<file path="config.mk">
export PLATFORM = sky130hd
export DESIGN_NAME = fp_minmax_unit
export DESIGN_NICKNAME = d
export VERILOG_FILES = /design/src/rtl/fp_minmax_unit_pkg.sv /design/src/rtl/fp_minmax_lane.sv /design/src/rtl/fp_minmax_unit.sv
export SDC_FILE = /design/constraint.sdc
export NUM_CORES = 1
export LEC_CHECK = 0
export ABC_AREA = 1
export CELL_PAD_IN_SITES_DETAIL_PLACEMENT = 2
export CELL_PAD_IN_SITES_GLOBAL_PLACEMENT = 2
export CORE_MARGIN = 1
export CORE_UTILIZATION = 31
export DETAILED_ROUTE_END_ITERATION = 10
export PLACE_DENSITY_LB_ADDON = 0.05
export SLEW_MARGIN = 30
export SYNTH_ARGS = -nofsm -noshare
export SYNTH_HDL_FRONTEND = slang
export SYNTH_SLANG_ARGS = --single-unit
</file>
<file path="constraint.sdc">
create_clock -name clock -period 4 [get_ports clock]
set_input_delay 1.2 -clock clock [delete_from_list [all_inputs] [get_ports clock]]
set_output_delay 1.2 -clock clock [all_outputs]
set_load 0.02 [all_outputs]
</file>
<file path="src/rtl/fp_minmax_unit_pkg.sv">
// Shared FP32 definitions for the min/max datapath: field widths, canonical NaN,
// op encoding and the classification / ordering helpers used by every lane.
package fp_minmax_unit_pkg;

    localparam int FP_W  = 32;
    localparam int EXP_W = 8;
    localparam int MAN_W = 23;

    localparam logic [FP_W-1:0] CANONICAL_NAN = 32'h7FC0_0000;

    typedef enum logic {
        OP_MIN = 1'b0,
        OP_MAX = 1'b1
    } op_e;

    function automatic logic is_nan(input logic [FP_W-1:0] x);
        return (&x[FP_W-2 -: EXP_W]) && (|x[MAN_W-1:0]);
    endfunction

    // Signalling NaN: quiet bit (mantissa MSB) clear.
    function automatic logic is_snan(input logic [FP_W-1:0] x);
        return is_nan(x) && !x[MAN_W-1];
    endfunction

    function automatic logic is_zero(input logic [FP_W-1:0] x);
        return x[FP_W-2:0] == '0;
    endfunction

    // Strict a < b on non-NaN sign-magnitude values; -0 < +0 falls out of the sign test.
    function automatic logic fp_lt(input logic [FP_W-1:0] a, input logic [FP_W-1:0] b);
        if (a[FP_W-1] != b[FP_W-1]) begin
            return a[FP_W-1];
        end else if (!a[FP_W-1]) begin
            return a[FP_W-2:0] < b[FP_W-2:0];
        end else begin
            return a[FP_W-2:0] > b[FP_W-2:0];
        end
    endfunction

endpackage

</file>
<file path="src/rtl/fp_minmax_lane.sv">
// Single-lane combinational fmin/fmax with NaN propagation, signed-zero ordering
// and invalid flag for signalling NaN inputs.
module fp_minmax_lane
    import fp_minmax_unit_pkg::*;
(
    input  logic            en_i,
    input  op_e             op_i,
    input  logic [FP_W-1:0] a_i,
    input  logic [FP_W-1:0] b_i,
    output logic [FP_W-1:0] q_o,
    output logic            nv_o
);

    logic a_nan;
    logic b_nan;
    logic a_lt_b;
    logic b_lt_a;

    assign a_nan  = is_nan(a_i);
    assign b_nan  = is_nan(b_i);
    assign a_lt_b = fp_lt(a_i, b_i);
    assign b_lt_a = fp_lt(b_i, a_i);

    // Ties keep operand a, so only a strict win selects b.
    always_comb begin
        q_o  = '0;
        nv_o = 1'b0;
        if (en_i) begin
            nv_o = is_snan(a_i) || is_snan(b_i);
            if (a_nan && b_nan) begin
                q_o = CANONICAL_NAN;
            end else if (a_nan) begin
                q_o = b_i;
            end else if (b_nan) begin
                q_o = a_i;
            end else if (op_i == OP_MIN) begin
                q_o = b_lt_a ? b_i : a_i;
            end else begin
                q_o = a_lt_b ? b_i : a_i;
            end
        end
    end

endmodule

</file>
<file path="src/rtl/fp_minmax_unit.sv">
// Multi-lane FP32 min/max: combinational lane compare feeding a LATENCY-deep
// elastic pipeline that carries per-lane results, invalid flags and a tag.
module fp_minmax_unit
    import fp_minmax_unit_pkg::*;
#(
    parameter int LANES   = 4,
    parameter int LATENCY = 2,
    parameter int TAG_W   = 8
) (
    input  logic                  clock,
    input  logic                  reset,
    input  logic                  in_valid,
    output logic                  in_ready,
    input  logic                  in_op,
    input  logic [LANES-1:0]      in_mask,
    input  logic [LANES*FP_W-1:0] in_a,
    input  logic [LANES*FP_W-1:0] in_b,
    input  logic [TAG_W-1:0]      in_tag,
    output logic                  out_valid,
    input  logic                  out_ready,
    output logic [LANES*FP_W-1:0] out_q,
    output logic [LANES-1:0]      out_nv,
    output logic [TAG_W-1:0]      out_tag
);

    localparam int DW = LANES * FP_W;

    // Handshake: a transfer happens on a rising edge where valid && ready; valid never
    // waits on ready, and offered data is held while valid && !ready.

    logic [DW-1:0]    cmp_q;
    logic [LANES-1:0] cmp_nv;

    for (genvar i = 0; i < LANES; i++) begin : g_lane
        fp_minmax_lane u_lane (
            .en_i (in_mask[i]),
            .op_i (op_e'(in_op)),
            .a_i  (in_a[i*FP_W +: FP_W]),
            .b_i  (in_b[i*FP_W +: FP_W]),
            .q_o  (cmp_q[i*FP_W +: FP_W]),
            .nv_o (cmp_nv[i])
        );
    end

    logic [LATENCY-1:0] stage_vld;
    logic [LATENCY-1:0] stage_load;
    logic [DW-1:0]      stage_q   [LATENCY];
    logic [LANES-1:0]   stage_nv  [LATENCY];
    logic [TAG_W-1:0]   stage_tag [LATENCY];
    logic               load_carry;

    // A stage loads when empty or when its successor drains this cycle.
    always_comb begin
        stage_load = '0;
        load_carry = out_ready;
        for (int k = LATENCY - 1; k >= 0; k--) begin
            stage_load[k] = !stage_vld[k] || load_carry;
            load_carry    = stage_load[k];
        end
    end

    assign in_ready = stage_load[0];

    for (genvar k = 0; k < LATENCY; k++) begin : g_stage
        logic             vld_d;
        logic [DW-1:0]    q_d;
        logic [LANES-1:0] nv_d;
        logic [TAG_W-1:0] tag_d;
        logic             vld_q;
        logic [DW-1:0]    q_q;
        logic [LANES-1:0] nv_q;
        logic [TAG_W-1:0] tag_q;

        if (k == 0) begin : g_head
            assign vld_d = in_valid;
            assign q_d   = cmp_q;
            assign nv_d  = cmp_nv;
            assign tag_d = in_tag;
        end else begin : g_body
            assign vld_d = stage_vld[k-1];
            assign q_d   = stage_q[k-1];
            assign nv_d  = stage_nv[k-1];
            assign tag_d = stage_tag[k-1];
        end

        always_ff @(posedge clock or negedge reset) begin
            if (!reset) begin
                vld_q <= 1'b0;
                q_q   <= '0;
                nv_q  <= '0;
                tag_q <= '0;
            end else if (stage_load[k]) begin
                vld_q <= vld_d;
                q_q   <= q_d;
                nv_q  <= nv_d;
                tag_q <= tag_d;
            end
        end

        assign stage_vld[k] = vld_q;
        assign stage_q[k]   = q_q;
        assign stage_nv[k]  = nv_q;
        assign stage_tag[k] = tag_q;
    end

    assign out_valid = stage_vld[LATENCY-1];
    assign out_q     = stage_q[LATENCY-1];
    assign out_nv    = stage_nv[LATENCY-1];
    assign out_tag   = stage_tag[LATENCY-1];

endmodule

</file>
==> reports/results.md, run 1 <==
## Floorplanning
* area of the core: 73000 um^2
* Die Area: 74900 um^2
* overall die width: 274 um
* standard-cell row count: 99
* Initial Util: 31.4%
* die boundary height: 274 um
* number of I/O pins: 415

## STA
* highest achievable clock rate: 256 MHz
* skew final: 0.0114 ns
* slew of the pin with the lowest slew margin: 0.919 ns
* hold violation total from the final report: 0
* max-slew violations: 0
* worst max-slew margin expressed relative to the limit: 38.7%
* final cycle utilization of the critical path: 97.5%
* Final Critical Period: 3.90 ns
* min setup slack post-route: 0.0995 ns
* summed negative setup slack over all endpoints: 0 ns
* count of final setup violators: 0
* setup repair after global routing missed its margin: false

## Clock network
* root buffer cell: sky130_fd_sc_hd__clkbuf_16
* clock sink total: 282
* clock latency of the later-clocked register in the worst-skew pair: 0.57 ns
* hold-fix buffer count after cts: 0
* TritonCTS clock tree: built
* H-Tree Level Count: 2
* cells resized by post-CTS repair: 0
* maximum clock insertion buffer count: 3
* number of buffers created by CTS: 38
* clock edge transition at the registers on the reported setup and hold paths: 0.06 ns
* post-CTS setup-driven buffer insertion count: 0

## Critical path
* worst setup path startpoint: out_ready
* slack of the worst reg-to-reg path: 1.76 ns
* peak fanout along the critical path: 2
* startpoint kind of the worst setup timing path: input port
* worst path required time: 2.80 ns
* buffer and inverter count on the worst path: 4
* crit end category: output port
* crit path DAT: 2.70 ns
* cell count of the worst reg-to-reg path: 6
* path type of the worst setup path: in2out
* worst path cell trace: clkdlybuf4s50_1 -> nor2_4 -> inv_4 -> nor2_4 -> inv_1 -> clkdlybuf4s50_1
* longest individual stage delay on the worst path: 0.57 ns
* cell type of the slowest stage on the worst timing path: sky130_fd_sc_hd__clkdlybuf4s50_1
* reg2reg end: out_q[100]$_DFFE_PN0P_
* gate family responsible for the most delay along the worst path: buffers and inverters
* Critical R2R Launch: out_valid$_DFFE_PN0P_

## Drt
* first-pass detailed-route iteration total: 5
* detailed-route wire length: 110000 um
* Routed wire per std cell: 21.7 um
* routed vias: 26357
* remaining antenna violation count: 0
* number of DRC violations after detailed routing: 0
* Iter 0 DRT Violations: 1120
* detail-routed via count per cell: 5.22

## Logic synthesis
* synthesized-area fraction occupied by and/or/nand/nor cells: 40.4%
* net count after synthesis: 3971
* number of flops mapped to enable cells by yosys: 0
* Syn Inst Count: 3566
* complex-gate fraction of the synthesized area: 10.1%
* top_reg_cell synth: sky130_fd_sc_hd__dfrtp_1
* FF+latch count, synth: 282
* synthesized area: 22900 um^2
* async set-or-reset flop fraction in the synthesized netlist: 100%
* number of warnings reported in the yosys synthesis log: 0
* arithmetic-cell share of the synthesized area counting full adders, half adders and majority gates: 7.22%
* Unique masters post-synth: 40
* share of cell area taken by muxes after synthesis: 0%
* sequential share of the synthesized area: 30.8%
* per-instance average area after synthesis: 6.41 um^2
* fraction of synthesized cell area in xor and xnor cells: 0%
* dominant combinational cell family by area after synthesis: simple AND/OR/NAND/NOR gates

## Global routing
* GR Util met2: 52.2%
* busiest layer in global routing: met2
* wire length of the first global-routing pass: 169000 um
* total routing resource utilization after global routing: 28.9%
* met1 Usage GRT: 34.3%
* met3 layer usage reported by global route: 3.93%
* pin count of the biggest net entering global routing: 125
* vias in the first global route: 29797
* Remaining Overflow, GRT: 0
* number of antenna violations at the first check in global routing: 6

## Final layout
* final net count: 4460
* Core Util, Final: 41.7%
* number of standard cells in the final layout excluding fillers: 5049
* area grow syn2layout: 33.0%
* ratio of cells with drive above 1 in the final layout: 9.99%

## Pwr
* share of total power in sequential cells: 33.2%
* Comb pwr share: 33.9%
* overall power of the completed layout: 0.0106 W
* leakage power of the design: 16.1 nW
* power spent charging and discharging nets: 0.00389 W
* Int Power: 0.00670 W
* clock power share: 33.0%
* share of total power consumed by net switching: 36.7%
* maximum VDD drop: 0.279 mV
* pwr dens: 348 nW/um^2

## Placement
* PortBufs: 414
* worst-case setup slack after placement: -0.341 ns
* cell count after placement: 4974
* weighted congestion at the end of routability-driven global placement: 0.906
* placed wire-length estimate: 82200 um

## Hold path
* worst hold path depth: 2
* hold_sp: g_stage[0].q_q[17]$_DFFE_PN0P_
* worst hold-check path type: reg2reg
* hold worst-path end: out_q[17]$_DFFE_PN0P_

## Status
* outcome: finished clean

## Flow run
* Maximum Capacitance Violations: 0

cells by family after synthesis:
kind of cell,Yosys count
buffers and inverters,612
AO/OA/AOI/OAI,340
flip-flops,282
adder cells (fa/ha/maj),132
AND/OR/NAND/NOR,2200
area by class of cell:
| class | instances | area (um^2) |
|---|---|---|
| sequential | 282 | 7060 |
| clock inverter | 16 | 188 |
| multi-input combinational | 2672 | 13200 |
| antenna | 6 | 15.0 |
| clock buffer | 53 | 1060 |
| timing repair buffer | 623 | 6010 |
| fill | 8755 | 42500 |
| inverter | 438 | 1660 |
| tap | 959 | 1200 |
through the flow:
stage / area (um^2) / hold WS (ns)
after floorplan: 22900 / 0.433
after global placement: 29200 / 0.450
after detailed placement: 29200 / 0.464
after CTS: 30400 / 0.475
after global routing: 30400 / 0.494
final: 30400 / 0.467
layer usage:
layer / wire, um / vias to the layer above
met5: 11 / -
met4: 3920 / 2
met3: 4500 / 188
met2: 55400 / 526
met1: 45900 / 13342
li1: - / 12299
cell usage in the layout (no fill, tap or decap), types with 10 or more instances in the layout:
cell / synthesis / final
sky130_fd_sc_hd__buf_12: 0 / 23
sky130_fd_sc_hd__o21ai_0: 98 / 98
sky130_fd_sc_hd__nor2_1: 56 / 56
sky130_fd_sc_hd__nand3_1: 391 / 391
sky130_fd_sc_hd__inv_1: 420 / 420
sky130_fd_sc_hd__clkbuf_16: 0 / 38
sky130_fd_sc_hd__clkdlybuf4s50_1: 0 / 412
sky130_fd_sc_hd__nand2_1: 1605 / 1605
sky130_fd_sc_hd__o211ai_1: 23 / 23
sky130_fd_sc_hd__buf_4: 7 / 185
sky130_fd_sc_hd__nand2_2: 22 / 22
sky130_fd_sc_hd__ha_1: 132 / 132
sky130_fd_sc_hd__a21oi_1: 128 / 128
sky130_fd_sc_hd__dfrtp_1: 282 / 282
sky130_fd_sc_hd__inv_2: 12 / 11
sky130_fd_sc_hd__nor4_1: 25 / 25
sky130_fd_sc_hd__nand4_1: 59 / 59
sky130_fd_sc_hd__clkbuf_1: 93 / 10
sky130_fd_sc_hd__o211ai_2: 68 / 68
sky130_fd_sc_hd__nand2_4: 16 / 16
power groups by stage:
stage          clock network (W)  registers, W  logic, W
2_1_floorplan                  0       0.00371   0.00160
3_3_place_gp                   0       0.00353   0.00343
3_5_place_dp                   0       0.00355   0.00359
4_1_cts                  0.00359       0.00351   0.00362
5_1_grt                  0.00368       0.00355   0.00392
6_report                 0.00349       0.00351   0.00358
tightest hold or removal path: cells and delay by family, from the launching register on:
family,cells,cell delay (ns)
and+or+nand+nor,2,0.09
DFF,1,0.34
state kept, by name (all words and copies together) (netlist names):
register / count
out_q: 128
g_stage.q_q: 128
out_valid: 1
out_tag: 8
g_stage.vld_q: 1
g_stage.tag_q: 8
g_stage.nv_q: 4
out_nv: 4
how the worst max path moves through the flow:
stage | to | cells after the start
2_1_floorplan | in_ready | 5
3_3_place_gp | g_stage[0].q_q[106]$_DFFE_PN0P_ | 20
3_5_place_dp | g_stage[0].q_q[107]$_DFFE_PN0P_ | 20
4_1_cts | in_ready | 6
5_1_grt | in_ready | 6
6_report | in_ready | 6
cells in the mapped netlist, types with 2 or more instances:
cell | n | area (um^2)
sky130_fd_sc_hd__nor2_1 | 56 | 210
sky130_fd_sc_hd__o211ai_1 | 23 | 173
sky130_fd_sc_hd__a21oi_1 | 128 | 641
sky130_fd_sc_hd__clkinv_1 | 4 | 15.0
sky130_fd_sc_hd__o21ai_0 | 98 | 490
sky130_fd_sc_hd__dfrtp_1 | 282 | 7060
sky130_fd_sc_hd__clkbuf_1 | 93 | 349
sky130_fd_sc_hd__a21o_1 | 8 | 60.1
sky130_fd_sc_hd__inv_1 | 420 | 1580
sky130_fd_sc_hd__nand4_1 | 59 | 369
sky130_fd_sc_hd__ha_1 | 132 | 1650
sky130_fd_sc_hd__a22o_1 | 4 | 35.0
sky130_fd_sc_hd__nand2_4 | 16 | 180
sky130_fd_sc_hd__buf_1 | 14 | 52.6
sky130_fd_sc_hd__nor3_2 | 3 | 30.0
sky130_fd_sc_hd__o22ai_1 | 4 | 25.0
sky130_fd_sc_hd__nor3_1 | 7 | 35.0
sky130_fd_sc_hd__inv_2 | 12 | 45.0
sky130_fd_sc_hd__o211ai_2 | 68 | 851
sky130_fd_sc_hd__o21ai_1 | 3 | 15.0
sky130_fd_sc_hd__nor2_2 | 7 | 43.8
sky130_fd_sc_hd__nand2_2 | 22 | 138
sky130_fd_sc_hd__o31ai_1 | 2 | 15.0
sky130_fd_sc_hd__nand2_1 | 1605 | 6020
sky130_fd_sc_hd__nor4_1 | 25 | 156
sky130_fd_sc_hd__nand3_1 | 391 | 1960
sky130_fd_sc_hd__buf_2 | 30 | 150
sky130_fd_sc_hd__buf_6 | 29 | 327
sky130_fd_sc_hd__buf_4 | 7 | 52.6
sky130_fd_sc_hd__nand3_4 | 4 | 70.1
(Power assumes the default switching activity.)
==> run 2, diff against run 1 <==
- CORE_MARGIN: 1 -> 2
==> run 2 against run 1 <==
Compared with the run above: die area is 1.5% higher; flip-flop and latch count stayed put; design area is 0.42% higher; non-clock buffer count is 7 higher; highest routed layer unchanged; largest power group is now clock; combinational power hardly changed; critical path depth stayed put; largest cell class unchanged.
==> reports/results.md, run 2 (same netlist as run 1, synthesis figures left out) <==
## Placement
* placed wire-length estimate: 80900 um, -1.5%
* weighted congestion at the end of routability-driven global placement: 0.899, -0.78%
* PortBufs: 414, unchanged
* instance area at placement: 29200 um^2, +0.21%

## Pwr
* pwr dens: 349 nW/um^2, +0.15%
* power spent charging and discharging nets: 0.00387 W, -0.52%
* Comb pwr share: 33.5%, -0.4 points
* share of total power in sequential cells: 32.8%, -0.4 points
* leakage power of the design: 16.2 nW, +0.45%
* Int Power: 0.00678 W, +1.2%
* clock power share: 33.7%, +0.7 points
* share of total power consumed by net switching: 36.3%, -0.40 points
* maximum VDD drop: 0.299 mV, +7.1%

## Global routing
* vias in the first global route: 29541, -0.86%
* number of antenna violations at the first check in global routing: 13, +7
* total routing resource utilization after global routing: 28.4%, -0.43 points
* Remaining Overflow, GRT: 0, unchanged
* pin count of the biggest net entering global routing: 142, +14%
* wire length of the first global-routing pass: 169000 um, about the same

## Final layout
* commonest cells after routing, fill and taps aside: 1605 x sky130_fd_sc_hd__nand2_1, 420 x sky130_fd_sc_hd__inv_1, 412 x sky130_fd_sc_hd__clkdlybuf4s50_1
* leading cell type in the layout, fill and taps excluded: sky130_fd_sc_hd__nand2_1
* final net count: 4466, +0.13%
* area grow syn2layout: 33.5%
* Core Util, Final: 41.9%, +0.17 points
* ratio of cells with drive above 1 in the final layout: 10.3%, +0.28 points
* design area: 30500 um^2, +0.42%

## Floorplanning
* overall die width: 276 um, +0.73%
* standard-cell row count: 99, unchanged
* Initial Util: 31.4%, unchanged
* number of I/O pins: 415, unchanged
* die boundary height: 276 um, +0.73%
* area of the core: 73000 um^2, unchanged
* Die Area: 76000 um^2, +1.5%

## Clock network
* post-CTS setup-driven buffer insertion count: 0, unchanged
* root buffer cell: sky130_fd_sc_hd__clkbuf_16
* clock edge transition at the registers on the reported setup and hold paths: 0.06 ns, about the same
* hold-fix buffer count after cts: 0, unchanged
* TritonCTS clock tree: built
* clock sink total: 282, unchanged
* clock latency of the later-clocked register in the worst-skew pair: 0.57 ns, about the same
* cells resized by post-CTS repair: 0, unchanged
* number of buffers created by CTS: 37, -2.6%
* maximum clock insertion buffer count: 3, unchanged
* H-Tree Level Count: 2, unchanged

## Flow run
* Maximum Capacitance Violations: 0, unchanged

## Drt
* first-pass detailed-route iteration total: 6, +1
* Routed wire per std cell: 21.4 um, -1.4%
* Iter 0 DRT Violations: 1165, +4.0%
* detail-routed via count per cell: 5.18, -0.72%
* detailed-route wire length: 108000 um, -1.2%
* remaining antenna violation count: 0, unchanged
* number of DRC violations after detailed routing: 0, unchanged
* routed vias: 26214, -0.54%

## STA
* count of final setup violators: 0, unchanged
* max-slew violations: 0, unchanged
* Min Hold Slack: 0.469 ns, +0.00218 ns
* worst max-slew margin expressed relative to the limit: 43.5%, +4.8 points
* setup repair after global routing missed its margin: false
* skew final: 0.00970 ns, -0.00168 ns
* hold violation total from the final report: 0, unchanged
* slew of the pin with the lowest slew margin: 0.848 ns, -0.0717 ns
* Final Critical Period: 3.93 ns, +0.0332 ns
* final cycle utilization of the critical path: 98.3%, +0.83 points
* highest achievable clock rate: 254 MHz, -0.84%

## Critical path
* worst path required time: 2.80 ns, about the same
* path type of the worst setup path: in2out
* crit end category: output port
* peak fanout along the critical path: 2, unchanged
* startpoint kind of the worst setup timing path: input port
* crit path DAT: 2.73 ns, +0.03 ns

## Hold path
* worst hold-check path type: reg2reg

## Status
* outcome: finished clean

-- run 2: cell count changes in the layout (fill, tap and decap cells not counted), sizes merged --
cell,delta
buf,+7
clkbuf,-2
clkinv,+1
diode,+3
-- run 2: layout make-up --
| class | count | area, um^2 |
|---|---|---|
| Clock inverter | 17 | 181 |
| Clock buffer | 51 | 1100 |
| Inverter | 438 | 1660 |
| Sequential cell | 282 | 7060 |
| Timing Repair Buffer | 630 | 6090 |
| Tap cell | 959 | 1200 |
| Multi-Input combinational cell | 2672 | 13200 |
| Antenna cell | 9 | 22.5 |
| Fill cell | 8821 | 42400 |
-- run 2: power groups by stage --
| stage | sequential [W] | clock (W) | combinational [W] |
|---|---|---|---|
| 2_1_floorplan | 0.00371 | 0 | 0.00160 |
| 4_1_cts | 0.00350 | 0.00368 | 0.00361 |
| 3_3_place_gp | 0.00352 | 0 | 0.00342 |
| 5_1_grt | 0.00354 | 0.00378 | 0.00394 |
| 3_5_place_dp | 0.00354 | 0 | 0.00358 |
| 6_report | 0.00349 | 0.00358 | 0.00357 |
-- run 2: worst paths after layout --
path | from | to | slack, ns | cells past startpoint
min in group asynchronous | reset | out_q[96]$_DFFE_PN0P_ | 0.67 | 1
worst max-delay path | out_ready | in_ready | 0.07 | 6
worst min register to register | g_stage[0].q_q[9]$_DFFE_PN0P_ | out_q[9]$_DFFE_PN0P_ | 0.47 | 2
worst max register to register | out_valid$_DFFE_PN0P_ | g_stage[0].q_q[71]$_DFFE_PN0P_ | 1.48 | 13
max in group asynchronous | reset | out_q[79]$_DFFE_PN0P_ | 2.44 | 2
worst min-delay path | g_stage[0].q_q[9]$_DFFE_PN0P_ | out_q[9]$_DFFE_PN0P_ | 0.47 | 2
-- run 2: critical path, stage by stage --
cell	delay, ns
sky130_fd_sc_hd__clkdlybuf4s50_1	0.44
sky130_fd_sc_hd__nor2_4	0.15
sky130_fd_sc_hd__inv_4	0.06
sky130_fd_sc_hd__nor2_4	0.19
sky130_fd_sc_hd__inv_1	0.12
sky130_fd_sc_hd__clkdlybuf4s50_1	0.56
-- run 2: routing by layer --
layer	up-vias	GRT usage, %	wire [um]
met5	-	0	59
met4	10	8.62	3020
met3	165	3.88	4550
met2	495	51.3	54700
met1	13233	34.9	46100
li1	12311	-	-
-- run 2: metrics by stage --
step	TNS, ns	cells	total power, W	worst slack [ns]
floorplan	0	3566	0.00531	0.880
global placement	-0.0904	4980	0.00694	-0.0336
detailed placement	-4.95	4980	0.00712	-0.185
CTS	0	5048	0.0108	0.0256
global route	0	5057	0.0113	0.00925
finish	0	5058	0.0106	0.0663
==> run 3, diff against run 2 <==
- CORE_ASPECT_RATIO: unset -> 1.75
==> run 3 against run 2 <==
Compared with the run above: utilization increased by 0.55 points; largest cell class unchanged; clock-buffer cell count decreased by 7; first-iteration DRC count decreased by 10%; design area increased by 1.3%; setup slack improved by 0.10 ns; non-clock buffer count increased by 65; clock power decreased by 5%; combinational power increased by 3%.
==> reports/results.md, run 3 (same netlist as run 1, synthesis figures left out) <==
## Clock network
* clock sink total: 282, unchanged
* TritonCTS clock tree: built
* clock latency of the later-clocked register in the worst-skew pair: 0.57 ns, about the same
* post-CTS setup-driven buffer insertion count: 0, unchanged
* maximum clock insertion buffer count: 3, unchanged
* hold-fix buffer count after cts: 0, unchanged
* clock edge transition at the registers on the reported setup and hold paths: 0.07 ns, about the same
* H-Tree Level Count: 2, unchanged
* number of buffers created by CTS: 35, -5.4%
* root buffer cell: sky130_fd_sc_hd__clkbuf_16

## STA
* setup repair after global routing missed its margin: false
* worst max-slew margin expressed relative to the limit: 36.7%, -6.8 points
* hold violation total from the final report: 0, unchanged
* count of final setup violators: 0, unchanged
* max-slew violations: 0, unchanged
* highest achievable clock rate: 261 MHz, +2.6%
* slew of the pin with the lowest slew margin: 0.950 ns, +0.102 ns
* final cycle utilization of the critical path: 95.8%, -2.5 points
* skew final: 0.0254 ns, +0.0157 ns
* Final Critical Period: 3.83 ns, -0.101 ns

## Critical path
* startpoint kind of the worst setup timing path: input port
* buffer and inverter count on the worst path: 4, unchanged
* peak fanout along the critical path: 22, +20
* worst path cell trace: clkdlybuf4s50_1 -> inv_1 -> ha_1 -> nand2_1 -> a21oi_1 -> nor2_1 -> nand2_1 -> a21oi_1 -> nand2_2 -> nand2_2 -> nand2_4 -> nand2_2 -> inv_2 -> buf_12 -> nand2_1 -> nand3_1 -> nand3_1 -> nand2_1 -> nand2_1 -> nand2_1
* longest individual stage delay on the worst path: 0.61 ns, +0.05 ns
* worst path required time: 4.46 ns, +1.66 ns
* crit end category: flop
* path type of the worst setup path: in2reg
* crit path DAT: 4.30 ns, +1.57 ns
* gate family responsible for the most delay along the worst path: simple AND/OR/NAND/NOR gates
* cell type of the slowest stage on the worst timing path: sky130_fd_sc_hd__clkdlybuf4s50_1
* Critical Path Most Common Cell: sky130_fd_sc_hd__nand2_1

## Drt
* first-pass detailed-route iteration total: 5, -1
* Routed wire per std cell: 22.6 um, +5.4%
* number of DRC violations after detailed routing: 0, unchanged
* remaining antenna violation count: 0, unchanged
* routed vias: 26789, +2.2%
* detail-routed via count per cell: 5.27, +1.6%
* Iter 0 DRT Violations: 1048, -10%
* detailed-route wire length: 115000 um, +6.0%

## Pwr
* pwr dens: 342 nW/um^2, -2.0%
* leakage power of the design: 16.5 nW, +1.7%
* maximum VDD drop: 0.271 mV, -9.2%

## Placement
* cell count after placement: 5017, +0.74%
* PortBufs: 414, unchanged
* placed wire-length estimate: 87600 um, +8.2%
* weighted congestion at the end of routability-driven global placement: 0.912, +1.4%

## Final layout
* Core Util, Final: 42.4%, +0.55 points
* area occupied by registers: 7060 um^2, unchanged
* commonest cells after routing, fill and taps aside: 1604 x sky130_fd_sc_hd__nand2_1, 420 x sky130_fd_sc_hd__inv_1, 411 x sky130_fd_sc_hd__clkdlybuf4s50_1
* area taken by multi-input logic gates: 13200 um^2, about the same
* number of standard cells in the final layout excluding fillers: 5088, +0.59%
* ratio of cells with drive above 1 in the final layout: 11.6%, +1.3 points
* leading cell type in the layout, fill and taps excluded: sky130_fd_sc_hd__nand2_1
* filler cell count in the final layout: 8891, +0.79%
* area grow syn2layout: 35.3%
* final net count: 4529, +1.4%

## Flow run
* Maximum Capacitance Violations: 0, unchanged

## Status
* outcome: finished clean

## Global routing
* number of antenna violations at the first check in global routing: 14, +1
* pin count of the biggest net entering global routing: 125, -12%
* Remaining Overflow, GRT: 0, unchanged
* total routing resource utilization after global routing: 30.2%, +1.7 points
* vias in the first global route: 30948, +4.8%
* wire length of the first global-routing pass: 178000 um, +5.0%

## Floorplanning
* Die Area: 76100 um^2, +0.11%
* area of the core: 72900 um^2, about the same
* die boundary height: 363 um, +32%
* standard-cell row count: 131, +32%
* overall die width: 209 um, -24%
* number of I/O pins: 415, unchanged
* Initial Util: 31.4%, about the same

## Hold path
* worst hold-check path type: reg2reg

run 3: cell count changes in the layout (fill, tap and decap cells not counted), sizes merged, moves of 2 or more:
cell and delta:
clkbuf -7, buf +65, clkinv +3, inv -2
run 3: worst min-delay path: cells and delay by family (launching register included):
family	cells	cell delay, ns
AND/OR/NAND/NOR	2	0.10
flip-flops	1	0.34
run 3: where the power goes:
part | switching, W | internal [W]
Clock | 0.00142 | 0.00199
Sequential | 0.000272 | 0.00323
Combinational | 0.00219 | 0.00147
run 3: final timing paths:
| path | slack [ns] | from | depth (start not counted) | to |
|---|---|---|---|---|
| max in group asynchronous | 2.48 | reset | 2 | g_stage[0].q_q[80]$_DFFE_PN0P_ |
| worst min-delay path | 0.47 | g_stage[0].q_q[79]$_DFFE_PN0P_ | 2 | out_q[79]$_DFFE_PN0P_ |
| min in group asynchronous | 0.66 | reset | 1 | out_q[14]$_DFFE_PN0P_ |
| worst max-delay path | 0.17 | in_b[126] | 20 | g_stage[0].q_q[103]$_DFFE_PN0P_ |
| worst min register to register | 0.47 | g_stage[0].q_q[79]$_DFFE_PN0P_ | 2 | out_q[79]$_DFFE_PN0P_ |
| worst max register to register | 1.54 | out_valid$_DFFE_PN0P_ | 7 | out_q[21]$_DFFE_PN0P_ |
run 3: through the flow:
step / worst slack [ns] / instance area [um^2] / total power, W / hold WS, ns / setup TNS, ns
after floorplan: 0.880 / 22900 / 0.00531 / 0.433 / 0
after CTS: 0.182 / 30900 / 0.0107 / 0.474 / 0
after global routing: 0.0209 / 30900 / 0.0112 / 0.500 / 0
final: 0.167 / 30900 / 0.0106 / 0.470 / 0
after global placement: -0.301 / 29700 / 0.00704 / 0.452 / -8.17
after detailed placement: -0.396 / 29700 / 0.00721 / 0.461 / -19.17
run 3: per-layer routing:
| metal | GRT usage [%] | routed length (um) |
|---|---|---|
| met1 | 32.4 | 44200 |
| met2 | 58.7 | 61500 |
| met3 | 4.03 | 4360 |
| met4 | 12.3 | 4870 |
| met5 | 0 | 76 |
run 3: what timing repair did:
| item | in CTS | in global routing |
|---|---|---|
| cloned | 0 | 0 |
| setup endpoints to repair | 1 | 4 |
| pin swaps | 0 | 0 |
| resized for setup | 1 | 1 |
run 3: layout make-up:
type	instances	area share, %
multi-input combinational	2672	42.8
sequential	282	22.8
clock buffer	44	3.14
tap	931	3.76
clock inverter	18	0.663
timing repair buffer	695	21.4
antenna	8	0.0647
inverter	438	5.35
